`src/rtl/countdown_timer_pkg.sv`:
```
// Shared types and default widths for the countdown timer.
// Imported by countdown_timer and tick_prescaler.
package countdown_timer_pkg;

    localparam int COUNTER_BITS_DEF  = 32;
    localparam int PRESCALE_BITS_DEF = 16;
    localparam int STATE_W           = 3;

    typedef enum logic [STATE_W-1:0] {
        ST_IDLE,
        ST_ARMED,
        ST_RUN,
        ST_HOLD,
        ST_EXPIRED
    } state_e;

endpackage

```
`src/rtl/countdown_timer_tick_prescaler.sv`:
```
// tick_prescaler: raises o_tick once every i_div+1 enabled clocks.
// Ports: i_clk, i_rst_n (sync, active-low), i_en, i_clr, i_div, o_tick.
module tick_prescaler
    import countdown_timer_pkg::*;
#(
    parameter int PRESCALE_BITS = PRESCALE_BITS_DEF
) (
    input  logic                     i_clk,
    input  logic                     i_rst_n,
    input  logic                     i_en,
    input  logic                     i_clr,
    input  logic [PRESCALE_BITS-1:0] i_div,
    output logic                     o_tick
);

    logic [PRESCALE_BITS-1:0] cnt_q, cnt_d;

    // Clear beats enable; a held enable-low freezes the phase.
    always_comb begin
        cnt_d  = cnt_q;
        o_tick = 1'b0;
        if (i_clr) begin
            cnt_d = '0;
        end else if (i_en) begin
            if (cnt_q == i_div) begin
                cnt_d  = '0;
                o_tick = 1'b1;
            end else begin
                cnt_d = cnt_q + PRESCALE_BITS'(1);
            end
        end
    end

    always_ff @(posedge i_clk) begin
        if (!i_rst_n) begin
            cnt_q <= '0;
        end else begin
            cnt_q <= cnt_d;
        end
    end

endmodule

```
`src/rtl/countdown_timer.sv`:
```
// Loadable down-counter with prescaler, sticky underflow and done pulse.
// Ports: i_CLK, i_RST_N (sync, active-low), i_LOAD, i_VALUE, i_START,
//   i_PAUSE, i_PRESCALE in; o_COUNT, o_BUSY, o_UNDERFLOW, o_DONE out.
// Build option: COUNTDOWN_AUTO_RELOAD_EN reloads and keeps running on expiry.
module countdown_timer
    import countdown_timer_pkg::*;
#(
    parameter int COUNTER_BITS  = COUNTER_BITS_DEF,
    parameter int PRESCALE_BITS = PRESCALE_BITS_DEF
) (
    input  logic                     i_CLK,
    input  logic                     i_RST_N,
    input  logic                     i_LOAD,
    input  logic [COUNTER_BITS-1:0]  i_VALUE,
    input  logic                     i_START,
    input  logic                     i_PAUSE,
    input  logic [PRESCALE_BITS-1:0] i_PRESCALE,
    output logic [COUNTER_BITS-1:0]  o_COUNT,
    output logic                     o_BUSY,
    output logic                     o_UNDERFLOW,
    output logic                     o_DONE
);

    state_e                   state_q, state_d;
    logic [COUNTER_BITS-1:0]  count_q, count_d;
    logic [COUNTER_BITS-1:0]  reload_q, reload_d;
    logic [PRESCALE_BITS-1:0] presc_q, presc_d;
    logic                     uf_q, uf_d;
    logic                     done_q, done_d;

    logic busy, pre_en, pre_clr, tick;
    logic start_ok, expire;

    assign start_ok = i_START &&
                      (state_q == ST_ARMED || state_q == ST_EXPIRED);

    // A count of 0 expires on its first tick just like a count of 1.
    assign expire = tick && (count_q <= COUNTER_BITS'(1));

    tick_prescaler #(
        .PRESCALE_BITS(PRESCALE_BITS)
    ) u_presc (
        .i_clk   (i_CLK),
        .i_rst_n (i_RST_N),
        .i_en    (pre_en),
        .i_clr   (pre_clr),
        .i_div   (presc_q),
        .o_tick  (tick)
    );

    always_ff @(posedge i_CLK) begin
        if (!i_RST_N) begin
            state_q <= ST_IDLE;
        end else begin
            state_q <= state_d;
        end
    end

    always_comb begin
        state_d = state_q;
        if (i_LOAD) begin
            state_d = i_START ? ST_RUN : ST_ARMED;
        end else if (start_ok) begin
            state_d = ST_RUN;
        end else begin
            unique case (state_q)
                ST_RUN, ST_HOLD: begin
                    if (expire) begin
`ifdef COUNTDOWN_AUTO_RELOAD_EN
                        state_d = ST_RUN;
`else
                        state_d = ST_EXPIRED;
`endif
                    end else begin
                        state_d = i_PAUSE ? ST_HOLD : ST_RUN;
                    end
                end
                default: state_d = state_q;
            endcase
        end
    end

    // Prescaler only advances in a cycle with pause low, so each
    // paused clock adds exactly one clock to the expiry latency.
    always_comb begin
        busy    = (state_q == ST_RUN) || (state_q == ST_HOLD);
        pre_en  = busy && !i_PAUSE;
        pre_clr = i_LOAD || start_ok;
    end

    always_comb begin
        count_d  = count_q;
        reload_d = reload_q;
        presc_d  = presc_q;
        uf_d     = uf_q;
        done_d   = 1'b0;
        if (i_LOAD) begin
            count_d  = i_VALUE;
            reload_d = i_VALUE;
            uf_d     = 1'b0;
            if (i_START) begin
                presc_d = i_PRESCALE;
            end
        end else if (start_ok) begin
            count_d = reload_q;
            presc_d = i_PRESCALE;
            uf_d    = 1'b0;
        end else if (expire) begin
            uf_d   = 1'b1;
            done_d = 1'b1;
`ifdef COUNTDOWN_AUTO_RELOAD_EN
            count_d = reload_q;
            presc_d = i_PRESCALE;
`else
            count_d = '0;
`endif
        end else if (tick) begin
            count_d = count_q - COUNTER_BITS'(1);
        end
    end

    always_ff @(posedge i_CLK) begin
        if (!i_RST_N) begin
            count_q  <= '0;
            reload_q <= '0;
            presc_q  <= '0;
            uf_q     <= 1'b0;
            done_q   <= 1'b0;
        end else begin
            count_q  <= count_d;
            reload_q <= reload_d;
            presc_q  <= presc_d;
            uf_q     <= uf_d;
            done_q   <= done_d;
        end
    end

    assign o_COUNT     = count_q;
    assign o_BUSY      = busy;
    assign o_UNDERFLOW = uf_q;
    assign o_DONE      = done_q;

endmodule
```
`config.mk`:
```
export PLATFORM = sky130hd
export DESIGN_NAME = countdown_timer
export DESIGN_NICKNAME = d
export VERILOG_FILES = /design/src/rtl/countdown_timer_pkg.sv /design/src/rtl/countdown_timer_tick_prescaler.sv /design/src/rtl/countdown_timer.sv
export SDC_FILE = /design/constraint.sdc
export NUM_CORES = 1
export LEC_CHECK = 0
export ABC_AREA = 0
export CAP_MARGIN = 30
export CORE_MARGIN = 3
export CORE_UTILIZATION = 48
export DETAILED_ROUTE_END_ITERATION = 12
export HOLD_SLACK_MARGIN = 0.12
export PLACE_DENSITY = 0.85
export SLEW_MARGIN = 20
export SYNTH_ARGS = -nofsm -noshare
export SYNTH_HDL_FRONTEND = slang
export SYNTH_HIERARCHICAL = 1
export SYNTH_SLANG_ARGS = --single-unit
```
`constraint.sdc`:
```
create_clock -name i_CLK -period 3.1 [get_ports i_CLK]
set_clock_uncertainty 0.05 [all_clocks]
set_input_delay 0.31 -clock i_CLK [delete_from_list [all_inputs] [get_ports i_CLK]]
set_output_delay 0.31 -clock i_CLK [all_outputs]
set_load 0.01 [all_outputs]
```
==> reports/metrics.csv, run 1 <==
stage,metric,value,unit
critical_path,rr_startpoint,u_presc/cnt_q[6],
timing,max_freq,0.348,GHz
timing,finalWorstSetupSlack,226,ps
floorplan,initial_core_util,49.7,%
floorplan,die_h,110,um
floorplan,fp.coreArea,0.0104,mm2
clock_tree,cts-hold-fix-buffers,0,
cells_and_area,layoutNonFillerInstCount,893,
placed_design,place_inst,877,
pwr,peakVddDrop,302,uV
cells_and_area,final_layout_size_suffix_gt1_share,7.27,%
critical_path,startpoint_type,flip-flop,
placed_design,place.port_buffers,87,
logic_synthesis,synth_top_area_share,39.0,%
routing,dr.pass1.iters,5,
routing,routed_via_density,6.20,
placed_design,routabilityCongestion,0.939,
cells_and_area,final_util,61.4,%
logic_synthesis,synth.ff_latch_count,101,
timing,slew_headroom,37.8,%
timing,finalSetupTns,0,ps
logic_synthesis,synth_edf_count,0,
critical_path,path_class,flip-flop to flip-flop,
global_route,grt_max_degree,52,
global_route,grt_pass1_vias,5057,
placed_design,dp_slack,112,ps
logic_synthesis,seq_area_frac_synth,39.0,%
min_path,hp-class,flip-flop to flip-flop,
cells_and_area,antenna_cells,0,
logic_synthesis,yosysTopAreaCell,dfxtp_1,
clock_tree,clock-sinks,101,
flow_run,maxCapViolations,0,
logic_synthesis,ys.flop_type,dfxtp_1,
timing,finalCritPeriodShare,92.7,%
critical_path,r2r_cells,11,
clock_tree,clk_pin_slew_worst_paths,120,ps
logic_synthesis,synth_area_leaders,"dfxtp_1, nand2_1, nor3_1, o21ai_0, a21oi_1",
global_route,grtUsageTotal,26.4,%
logic_synthesis,syn_inst,679,
pwr,leakage,2.22,nW
clock_tree,clock-root-buffer,clkbuf_8,
logic_synthesis,syn_nets,735,
global_route,antenna_found_initial,0,
clock_tree,clk_latency,380,ps
timing,setup_violations,0,
routing,drt_iter0_drc,472,
floorplan,die_area,0.0121,mm2
logic_synthesis,synth.cells.most_frequent,"nand2_1, dfxtp_1, nor3_1",
pwr,cellPowerDensity,490,mW/mm2
pwr,internal-power,2.10,mW
routing,vias,5540,
routing,wl,16000,um
logic_synthesis,async_flop_share,0,%
routing,wl_per_cell,17.9,um
logic_synthesis,yosysWarnings,6,
timing,slew_violations,0,
critical_path,reg2reg_slack,230,ps
clock_tree,tritoncts,built,
min_path,holdPathStages,2,
logic_synthesis,syn_area,0.00518,mm2
cells_and_area,synthToLayoutAreaGrowth,23.5,%
logic_synthesis,synth_cell_types,49,
global_route,grt_overflow,0,
timing,worst_pin_slew,930,ps
logic_synthesis,syn_avg_cell_area,7.63,um2
min_path,holdPathEnd,o_UNDERFLOW,
floorplan,rows,37,
critical_path,r2r_end,o_COUNT[10],
clock_tree,htree_levels,3,
placed_design,dp_hpwl,11400,um
floorplan,die_w,110,um
min_path,hp-start,o_UNDERFLOW,
pwr,p_switching,1.04,mW
clock_tree,clockBufferDepth,2,
pwr,p_comb_share,23.7,%
global_route,grt_pass1_wl,25200,um
routing,drc,0,
cells_and_area,nNetsFinal,808,
timing,rsz0062_at_grt,false,
routing,antenna_left,0,
critical_path,endpoint_kind,flip-flop,
critical_path,cp_max_fo,25,
clock_tree,cts_made_buffers,9,
pwr,clkPwrFrac,29.2,%
logic_synthesis,synthMostInstantiatedCell,nand2_1,
floorplan,io_pins,88,
critical_path,arrival,3110,ps
pwr,p_sw_share,33.1,%
timing,final_hold_viol_count,0,
timing,fin_crit,2870,ps
pwr,sequentialPowerShare,47.1,%
outcome,status,"complete, no violations",
critical_path,cp.required,3330,ps
==> state kept, by name, indices dropped and copies added (netlist names) <==
| signal | cells |
|---|---|
| u_presc/cnt_q | 16 |
| presc_q | 16 |
| o_UNDERFLOW | 1 |
| reload_q | 32 |
| state_q | 3 |
| o_COUNT | 32 |
| o_DONE | 1 |
==> layout by cell type (no fill, tap or decap), types with 3 or more instances in the layout <==
master / Yosys / routed
nand4_1: 15 / 15
a311oi_1: 3 / 3
clkbuf_8: 0 / 10
nor4_1: 8 / 8
nor2b_1: 3 / 3
o21ai_0: 59 / 57
nand2_1: 121 / 121
and3_1: 5 / 5
and2_1: 3 / 3
nor4_4: 3 / 3
nand3_1: 14 / 14
inv_6: 0 / 3
nor3_2: 2 / 4
xnor2_1: 17 / 16
dfxtp_1: 101 / 101
o21bai_1: 3 / 3
ha_1: 3 / 3
a21oi_1: 52 / 51
buf_4: 0 / 16
or3_1: 4 / 4
inv_1: 8 / 7
clkdlybuf4s50_1: 0 / 87
a31oi_1: 32 / 32
nor3_1: 85 / 83
a211oi_1: 9 / 9
xor2_1: 16 / 16
or4_1: 4 / 4
o21ai_1: 2 / 4
nor2_1: 37 / 37
==> kinds of logic after synthesis <==
logic type / after synthesis / share of synthesized area, %
xor+xnor: 33 / 5.58
simple gates: 316 / 30.2
fa+ha+maj: 3 / 0.725
compound gates: 170 / 19.2
mux: 2 / 0.387
flops: 101 / 39.0
buf+inv: 54 / 4.81
==> worst max-delay path, stage by stage, from the launching register on <==
cell and delay (ps):
dfxtp_1 360, xor2_1 170, nor4_1 260, nand2_1 150, or3_1 410, nor3_2 210, inv_2 100, a32oi_1 240
buf_6 240, o21ai_0 210, a211oi_1 300, nor3_1 80
==> metal layers <==
metal / up-vias / global-route usage, % / share of wire, %
met5: - / 0 / 0
met4: 0 / 10.5 / 3.2
met3: 44 / 4.40 / 8.7
met2: 307 / 43.2 / 48
met1: 2603 / 34.5 / 40
li1: 2586 / - / -
==> final cells by class <==
class / count / area [um2]
clock buffer: 10 / 138
tap: 136 / 170
inverter: 11 / 41.3
clock inverter: 6 / 75.1
timing repair buffer: 105 / 1020
multi-input combinational: 524 / 2930
fill: 916 / 4020
sequential: 101 / 2020
==> worst max path at each step <==
| stage | cells past startpoint | start | end | slack [ps] |
|---|---|---|---|---|
| floorplan | 13 | u_presc/cnt_q[3] | o_COUNT[2] | 200 |
| global placement | 11 | u_presc/cnt_q[7] | o_COUNT[14] | 200 |
| detailed placement | 11 | u_presc/cnt_q[6] | o_COUNT[26] | 110 |
| CTS | 11 | u_presc/cnt_q[6] | o_COUNT[26] | 70 |
| global route | 11 | u_presc/cnt_q[6] | o_COUNT[10] | 30 |
| finish | 11 | u_presc/cnt_q[6] | o_COUNT[10] | 230 |
==> timing repair <==
| item | 4_1_cts | 5_1_grt |
|---|---|---|
| setup endpoints to repair | 0 | 28 |
| setup buffers | 0 | 0 |
| resized for setup | 0 | 6 |
==> power by group through the flow <==
| stage | Combinational [mW] | Clock [mW] | Sequential, mW |
|---|---|---|---|
| CTS | 0.728 | 0.911 | 1.47 |
| floorplan | 0.428 | 0 | 1.50 |
| global route | 0.802 | 0.971 | 1.49 |
| finish | 0.743 | 0.914 | 1.48 |
| detailed placement | 0.723 | 0 | 1.50 |
| global placement | 0.704 | 0 | 1.50 |
==> per-stage QoR <==
| stage | total power [mW] | instance area [um2] | hold WS [ps] |
|---|---|---|---|
| 2_1_floorplan | 1.92 | 5180 | 386 |
| 3_3_place_gp | 2.20 | 6170 | 395 |
| 3_5_place_dp | 2.23 | 6170 | 402 |
| 4_1_cts | 3.11 | 6380 | 416 |
| 5_1_grt | 3.26 | 6400 | 419 |
| 6_report | 3.13 | 6400 | 418 |
Note: power is estimated with default switching activity, not from simulation.
==> inputs of run 2 (changes only) <==
==> constraint.sdc (replaced) <==
create_clock -name i_CLK -period 3.1 [get_ports i_CLK]
set_clock_uncertainty 0.05 [all_clocks]
set_input_delay 0.775 -clock i_CLK [delete_from_list [all_inputs] [get_ports i_CLK]]
set_output_delay 0.775 -clock i_CLK [all_outputs]
set_load 0.01 [all_outputs]
==> run 2 against run 1 <==
Against the previous run:
- clock power up 5.8%
- combinational power up 2%
- flip-flop and latch count unchanged
- sequential power about the same
- hold slack worse by 2.2 ps
- fmax down 3.1%
- final area up 1.9%
- sequential share of layout area down 0.55 points
- non-clock buffer count up 11
==> reports/metrics.csv, run 2 (synthesis gave the netlist of run 1 again) <==
stage,metric,value,unit,change
outcome,status,"complete, no violations",,unchanged
floorplan,die_w,110,um,unchanged
pwr,leakage,2.28,nW,was 2.22 nW
pwr,p_switching,1.02,mW,was 1.04 mW
global_route,grtUsageTotal,27.4,%,was 26.4%
cells_and_area,final_common_cell,nand2_1,,unchanged
clock_tree,htree_levels,3,,unchanged
global_route,grt_pass1_vias,5247,,was 5057
clock_tree,clockBufferDepth,2,,unchanged
global_route,grt_max_degree,46,,was 52
min_path,hp-class,flip-flop to flip-flop,,unchanged
timing,finalCritPeriodShare,95.7,%,was 92.7%
cells_and_area,regArea,0.00202,mm2,about the same
critical_path,crit_family,simple AND/OR/NAND/NOR gates,,unchanged
clock_tree,tritoncts,built,,unchanged
timing,finalWorstSetupSlack,133,ps,was 226 ps
critical_path,path_class,flip-flop to flip-flop,,unchanged
placed_design,place_inst,884,,was 877
timing,finalSetupTns,0,ps,unchanged
floorplan,rows,37,,unchanged
cells_and_area,layoutNonFillerInstCount,904,,was 893
placed_design,dp_slack,-168,ps,was 112 ps
flow_run,maxCapViolations,0,,unchanged
critical_path,cp.required,3320,ps,was 3330 ps
min_path,hp-start,o_UNDERFLOW,,unchanged
floorplan,initial_core_util,49.7,%,unchanged
timing,fin_crit,2970,ps,was 2870 ps
clock_tree,clock-root-buffer,clkbuf_8,,unchanged
cells_and_area,synthToLayoutAreaGrowth,25.9,%,was 23.5%
timing,slew_violations,0,,unchanged
global_route,grt_pass1_wl,26100,um,was 25200 um
timing,final_hold_viol_count,0,,unchanged
critical_path,rr_startpoint,u_presc/cnt_q[14],,was u_presc/cnt_q[6]
clock_tree,cts-hold-fix-buffers,0,,unchanged
pwr,cellPowerDensity,491,mW/mm2,was 490 mW/mm2
timing,max_freq,0.337,GHz,was 0.348 GHz
global_route,grt_overflow,0,,unchanged
pwr,finalPower,3.20,mW,was 3.13 mW
critical_path,critPathLaunch,u_presc/cnt_q[14],,was u_presc/cnt_q[6]
clock_tree,clock-sinks,101,,unchanged
placed_design,dp_hpwl,11500,um,was 11400 um
critical_path,cpMaxStageDelayCell,or3_1,,unchanged
global_route,antenna_found_initial,0,,unchanged
timing,slew_headroom,46.2,%,was 37.8%
cells_and_area,nNetsFinal,819,,was 808
placed_design,routabilityCongestion,0.961,,was 0.939
clock_tree,clk_pin_slew_worst_paths,100,ps,was 120 ps
cells_and_area,antenna_cells,0,,unchanged
routing,wl_per_cell,18.0,um,was 17.9 um
floorplan,die_area,0.0121,mm2,unchanged
critical_path,max_stage_delay,420,ps,was 410 ps
pwr,internal-power,2.18,mW,was 2.10 mW
cells_and_area,final_layout_size_suffix_gt1_share,8.98,%,was 7.27%
clock_tree,cts_made_buffers,9,,unchanged
pwr,p_sw_share,31.8,%,was 33.1%
critical_path,startpoint_type,flip-flop,,unchanged
critical_path,arrival,3180,ps,was 3110 ps
critical_path,cp_cell_sequence,"xor2_1, nor4_2, nand2_1, or3_1, nor3_2, inv_2, a32oi_4, buf_6, buf_4, o21ai_0, a311oi_1, nor3_1",,"was xor2_1, nor4_1, nand2_1, or3_1, nor3_2, inv_2, a32oi_1, buf_6, o21ai_0, a211oi_1, nor3_1"
routing,dr.pass1.iters,6,,was 5
routing,drc,0,,unchanged
pwr,peakVddDrop,296,uV,was 302 uV
floorplan,io_pins,88,,unchanged
clock_tree,clk_latency,370,ps,was 380 ps
cells_and_area,multiInputGateArea,0.00295,mm2,was 0.00293 mm2
cells_and_area,fillCellCount,883,,was 916
routing,wl,16300,um,was 16000 um
routing,vias,5556,,was 5540
pwr,sequentialPowerShare,46.1,%,was 47.1%
pwr,p_comb_share,23.6,%,was 23.7%
placed_design,place.port_buffers,87,,unchanged
timing,worst_pin_slew,800,ps,was 930 ps
routing,drt_iter0_drc,481,,was 472
timing,setup_violations,0,,unchanged
critical_path,endpoint_kind,flip-flop,,unchanged
critical_path,cp_max_fo,8,,was 25
floorplan,die_h,110,um,unchanged
cells_and_area,final_cell_mix,"nand2_1, dfxtp_1, clkdlybuf4s50_1, nor3_1, o21ai_0",,unchanged
routing,routed_via_density,6.15,,was 6.20
floorplan,fp.coreArea,0.0104,mm2,unchanged
routing,antenna_left,0,,unchanged
critical_path,path_buf_inv,3,,was 2
pwr,clkPwrFrac,30.2,%,was 29.2%
## run 2: changes by cell type in the layout (fill, tap and decap cells not counted)
cell,previous run,this run
a32oi_4,0,1
dfxtp_2,0,2
a32oi_1,2,1
dfxtp_1,101,99
clkinv_2,0,1
bufinv_16,1,2
inv_6,3,1
buf_4,16,26
clkbuf_4,0,1
o21ai_1,4,2
o21ai_0,57,59
## run 2: area by class of cell
| cell class | instances | share of cell area, % |
|---|---|---|
| Tap cell | 136 | 2.61 |
| Inverter | 11 | 0.633 |
| Sequential cell | 101 | 31.1 |
| Clock buffer | 10 | 2.11 |
| Multi-Input combinational cell | 524 | 45.2 |
| Timing Repair Buffer | 116 | 16.9 |
| Clock inverter | 6 | 1.42 |
## run 2: power by group through the flow
stage,clock network (mW),registers (mW),logic (mW)
detailed placement,0,1.50,0.727
global placement,0,1.50,0.714
finish,0.967,1.48,0.755
floorplan,0,1.50,0.428
CTS,0.976,1.47,0.733
global route,1.03,1.49,0.822
## run 2: metrics by stage
step	area [um2]	utilization, %	hold slack (ps)
2_1_floorplan	5180	-	386
3_3_place_gp	6220	59.7	384
3_5_place_dp	6220	59.7	407
4_1_cts	6450	62.0	423
5_1_grt	6520	62.6	438
6_report	6520	62.6	415
## run 2: path summary, 6_finish.rpt
kind         cells past startpoint     endpoint  slack, ps
max                             12  o_COUNT[17]        130
min                              2  o_UNDERFLOW        420
max reg2reg                     12  o_COUNT[17]        130
min reg2reg                      2  o_UNDERFLOW        420
## run 2: routing by layer
metal | wire (um) | GRT usage (%) | part of all wire (%) | vias up
met3 | 1370 | 5.11 | 8.4 | 57
met4 | 831 | 13.8 | 5.1 | 0
met2 | 7530 | 42.4 | 46 | 318
met5 | 0 | 0 | 0 | -
met1 | 6550 | 36.3 | 40 | 2571
li1 | - | - | - | 2610
## run 2: what timing repair did
| item | 4_1_cts | 5_1_grt |
|---|---|---|
| setup endpoints to repair | 0 | 35 |
| gates resized for setup | 0 | 9 |
| buffers inserted | 0 | 3 |
## run 2: worst reg2reg max path: cells and delay by family, from the launching register on
kind	cells	cell delay (ps)
and+or+nand+nor	5	1220
xor gates and xnor gates	1	170
AOI/OAI and AO/OA	3	630
buffers and inverters	3	440
DFF	1	360
==> inputs of run 3 (changes only) <==
SETUP_SLACK_MARGIN = 0.3   (was default)
==> run 3 against run 2 <==
Against the previous run:
- final area is 3.0% higher
- total power increased by 1.6%
- fmax rose by 5.6%
- via count rose by 1.9%
- clock power is essentially flat
- count of clock-buffer cells in the layout shrank 1
- utilization increased by 1.9 points
- non-clock buffer count up 4
- wire length grew 3.3%
- critical path type unchanged
- largest power group unchanged
==> reports/metrics.csv, run 3 (synthesis gave the netlist of run 1 again) <==
stage,metric,value,unit,change
pwr,leakage,2.36,nW,was 2.28 nW
floorplan,io_pins,88,,unchanged
clock_tree,clk_pin_slew_worst_paths,110,ps,was 100 ps
global_route,grt_overflow,0,,unchanged
timing,finalCritPeriodShare,90.6,%,was 95.7%
routing,antenna_left,0,,unchanged
clock_tree,clock-root-buffer,clkbuf_8,,unchanged
critical_path,max_stage_delay,410,ps,was 420 ps
timing,rsz0062_at_grt,true,,
routing,vias,5659,,was 5556
routing,dr.pass1.iters,5,,was 6
timing,slew_violations,0,,unchanged
timing,max_freq,0.356,GHz,was 0.337 GHz
critical_path,startpoint_type,flip-flop,,unchanged
routing,drt_iter0_drc,549,,was 481
global_route,grtUsageTotal,27.0,%,was 27.4%
cells_and_area,fillCellCount,854,,was 883
placed_design,place_inst,881,,was 884
critical_path,cp_max_fo,14,,was 8
outcome,status,"complete, no violations",,unchanged
global_route,grt_max_degree,40,,was 46
cells_and_area,synthToLayoutAreaGrowth,29.6,%,was 25.9%
clock_tree,cts_made_buffers,9,,unchanged
pwr,cellPowerDensity,484,mW/mm2,was 491 mW/mm2
cells_and_area,final_util,64.5,%,was 62.6%
floorplan,fp.coreArea,0.0104,mm2,unchanged
critical_path,critPathLaunch,u_presc/cnt_q[7],,was u_presc/cnt_q[14]
routing,wl,16800,um,was 16300 um
critical_path,path_class,flip-flop to flip-flop,,unchanged
critical_path,cp_cell_sequence,"xor2_1, nor4_2, nand2_1, or3_4, nor3_4, inv_2, a32oi_4, buf_8, o21ai_0, a311oi_1, nor3_1",,"was xor2_1, nor4_2, nand2_1, or3_1, nor3_2, inv_2, a32oi_4, buf_6, buf_4, o21ai_0, a311oi_1, nor3_1"
cells_and_area,layoutNonFillerInstCount,908,,was 904
min_path,hp-start,o_UNDERFLOW,,unchanged
critical_path,endpoint_kind,flip-flop,,unchanged
min_path,hp-class,flip-flop to flip-flop,,unchanged
placed_design,routabilityCongestion,0.977,,was 0.961
cells_and_area,final_layout_size_suffix_gt1_share,11.4,%,was 8.98%
routing,drc,0,,unchanged
timing,fin_crit,2810,ps,was 2970 ps
clock_tree,clockBufferDepth,2,,unchanged
critical_path,path_buf_inv,2,,was 3
cells_and_area,final_common_cell,nand2_1,,unchanged
global_route,antenna_found_initial,0,,unchanged
cells_and_area,final_cell_mix,"nand2_1, dfxtp_1, clkdlybuf4s50_1, nor3_1, a21oi_1",,"was nand2_1, dfxtp_1, clkdlybuf4s50_1, nor3_1, o21ai_0"
critical_path,rr_startpoint,u_presc/cnt_q[7],,was u_presc/cnt_q[14]
clock_tree,clock-sinks,101,,unchanged
floorplan,rows,37,,unchanged
cells_and_area,antenna_cells,0,,unchanged
routing,routed_via_density,6.23,,was 6.15
pwr,finalPower,3.25,mW,was 3.20 mW
placed_design,dp_hpwl,11400,um,was 11500 um
flow_run,maxCapViolations,0,,unchanged
cells_and_area,nNetsFinal,823,,was 819
clock_tree,tritoncts,built,,unchanged
critical_path,arrival,3030,ps,was 3180 ps
floorplan,die_w,110,um,unchanged
critical_path,crit_family,simple AND/OR/NAND/NOR gates,,unchanged
critical_path,cpMaxStageDelayCell,or3_4,,was or3_1
global_route,grt_pass1_vias,5248,,was 5247
global_route,grt_pass1_wl,25700,um,was 26100 um
clock_tree,htree_levels,3,,unchanged
routing,wl_per_cell,18.5,um,was 18.0 um
critical_path,cp.required,3320,ps,about the same
timing,final_hold_viol_count,0,,unchanged
critical_path,reg2reg_slack,290,ps,was 130 ps
timing,slew_headroom,45.6,%,was 46.2%
pwr,peakVddDrop,248,uV,was 296 uV
timing,worst_pin_slew,814,ps,was 800 ps
clock_tree,cts-hold-fix-buffers,0,,unchanged
timing,setup_violations,0,,unchanged
clock_tree,clk_latency,380,ps,was 370 ps
floorplan,initial_core_util,49.7,%,unchanged
floorplan,die_h,110,um,unchanged
floorplan,die_area,0.0121,mm2,unchanged
placed_design,place.port_buffers,87,,unchanged
run 3: per-layer routing:
metal | GRT usage (%) | up-vias | wire [um]
met5 | 0 | - | 0
met1 | 34.3 | 2648 | 6720
met3 | 4.70 | 55 | 1340
li1 | - | 2617 | -
met2 | 44.4 | 339 | 8150
met4 | 12.4 | 0 | 614
run 3: path summary, 6_finish.rpt:
path / cells past startpoint / end
max: 11 / o_COUNT[17]
min: 2 / o_UNDERFLOW
max reg2reg: 11 / o_COUNT[17]
min reg2reg: 2 / o_UNDERFLOW
run 3: repair_timing:
item | CTS | global route
setup endpoints to repair | 35 | 33
gates cloned | 1 | 2
pin swaps | 6 | 13
gates resized for setup | 16 | 30
setup buffers | 3 | 3
run 3: worst min-delay path, stage by stage, from the launching register on:
cell and delay, ps:
dfxtp_1 330, inv_1 50, a21oi_1 40
run 3: power by group:
group	leakage [nW]	internal [mW]	switching [mW]	total (mW)
Sequential	0.832	1.38	0.104	1.48
Clock	0.112	0.466	0.500	0.967
Combinational	1.42	0.347	0.457	0.804
run 3: final cells by class:
| class | count | area (um2) | share of cell area [%] |
|---|---|---|---|
| tap | 136 | 170 | 2.53 |
| clock inverter | 7 | 105 | 1.57 |
| clock buffer | 9 | 124 | 1.84 |
| timing repair buffer | 120 | 1220 | 18.2 |
| sequential | 101 | 2030 | 30.2 |
| inverter | 11 | 41.3 | 0.615 |
| multi-input combinational | 524 | 3020 | 45.0 |
run 3: per-stage QoR:
step	worst slack, ps	TNS, ps	hold slack, ps	cell area [um2]
2_1_floorplan	357	0	386	5190
3_3_place_gp	-53.2	-58.9	386	6240
3_5_place_dp	-130	-254	391	6240
4_1_cts	284	0	407	6540
5_1_grt	233	0	423	6710
6_report	290	0	408	6710
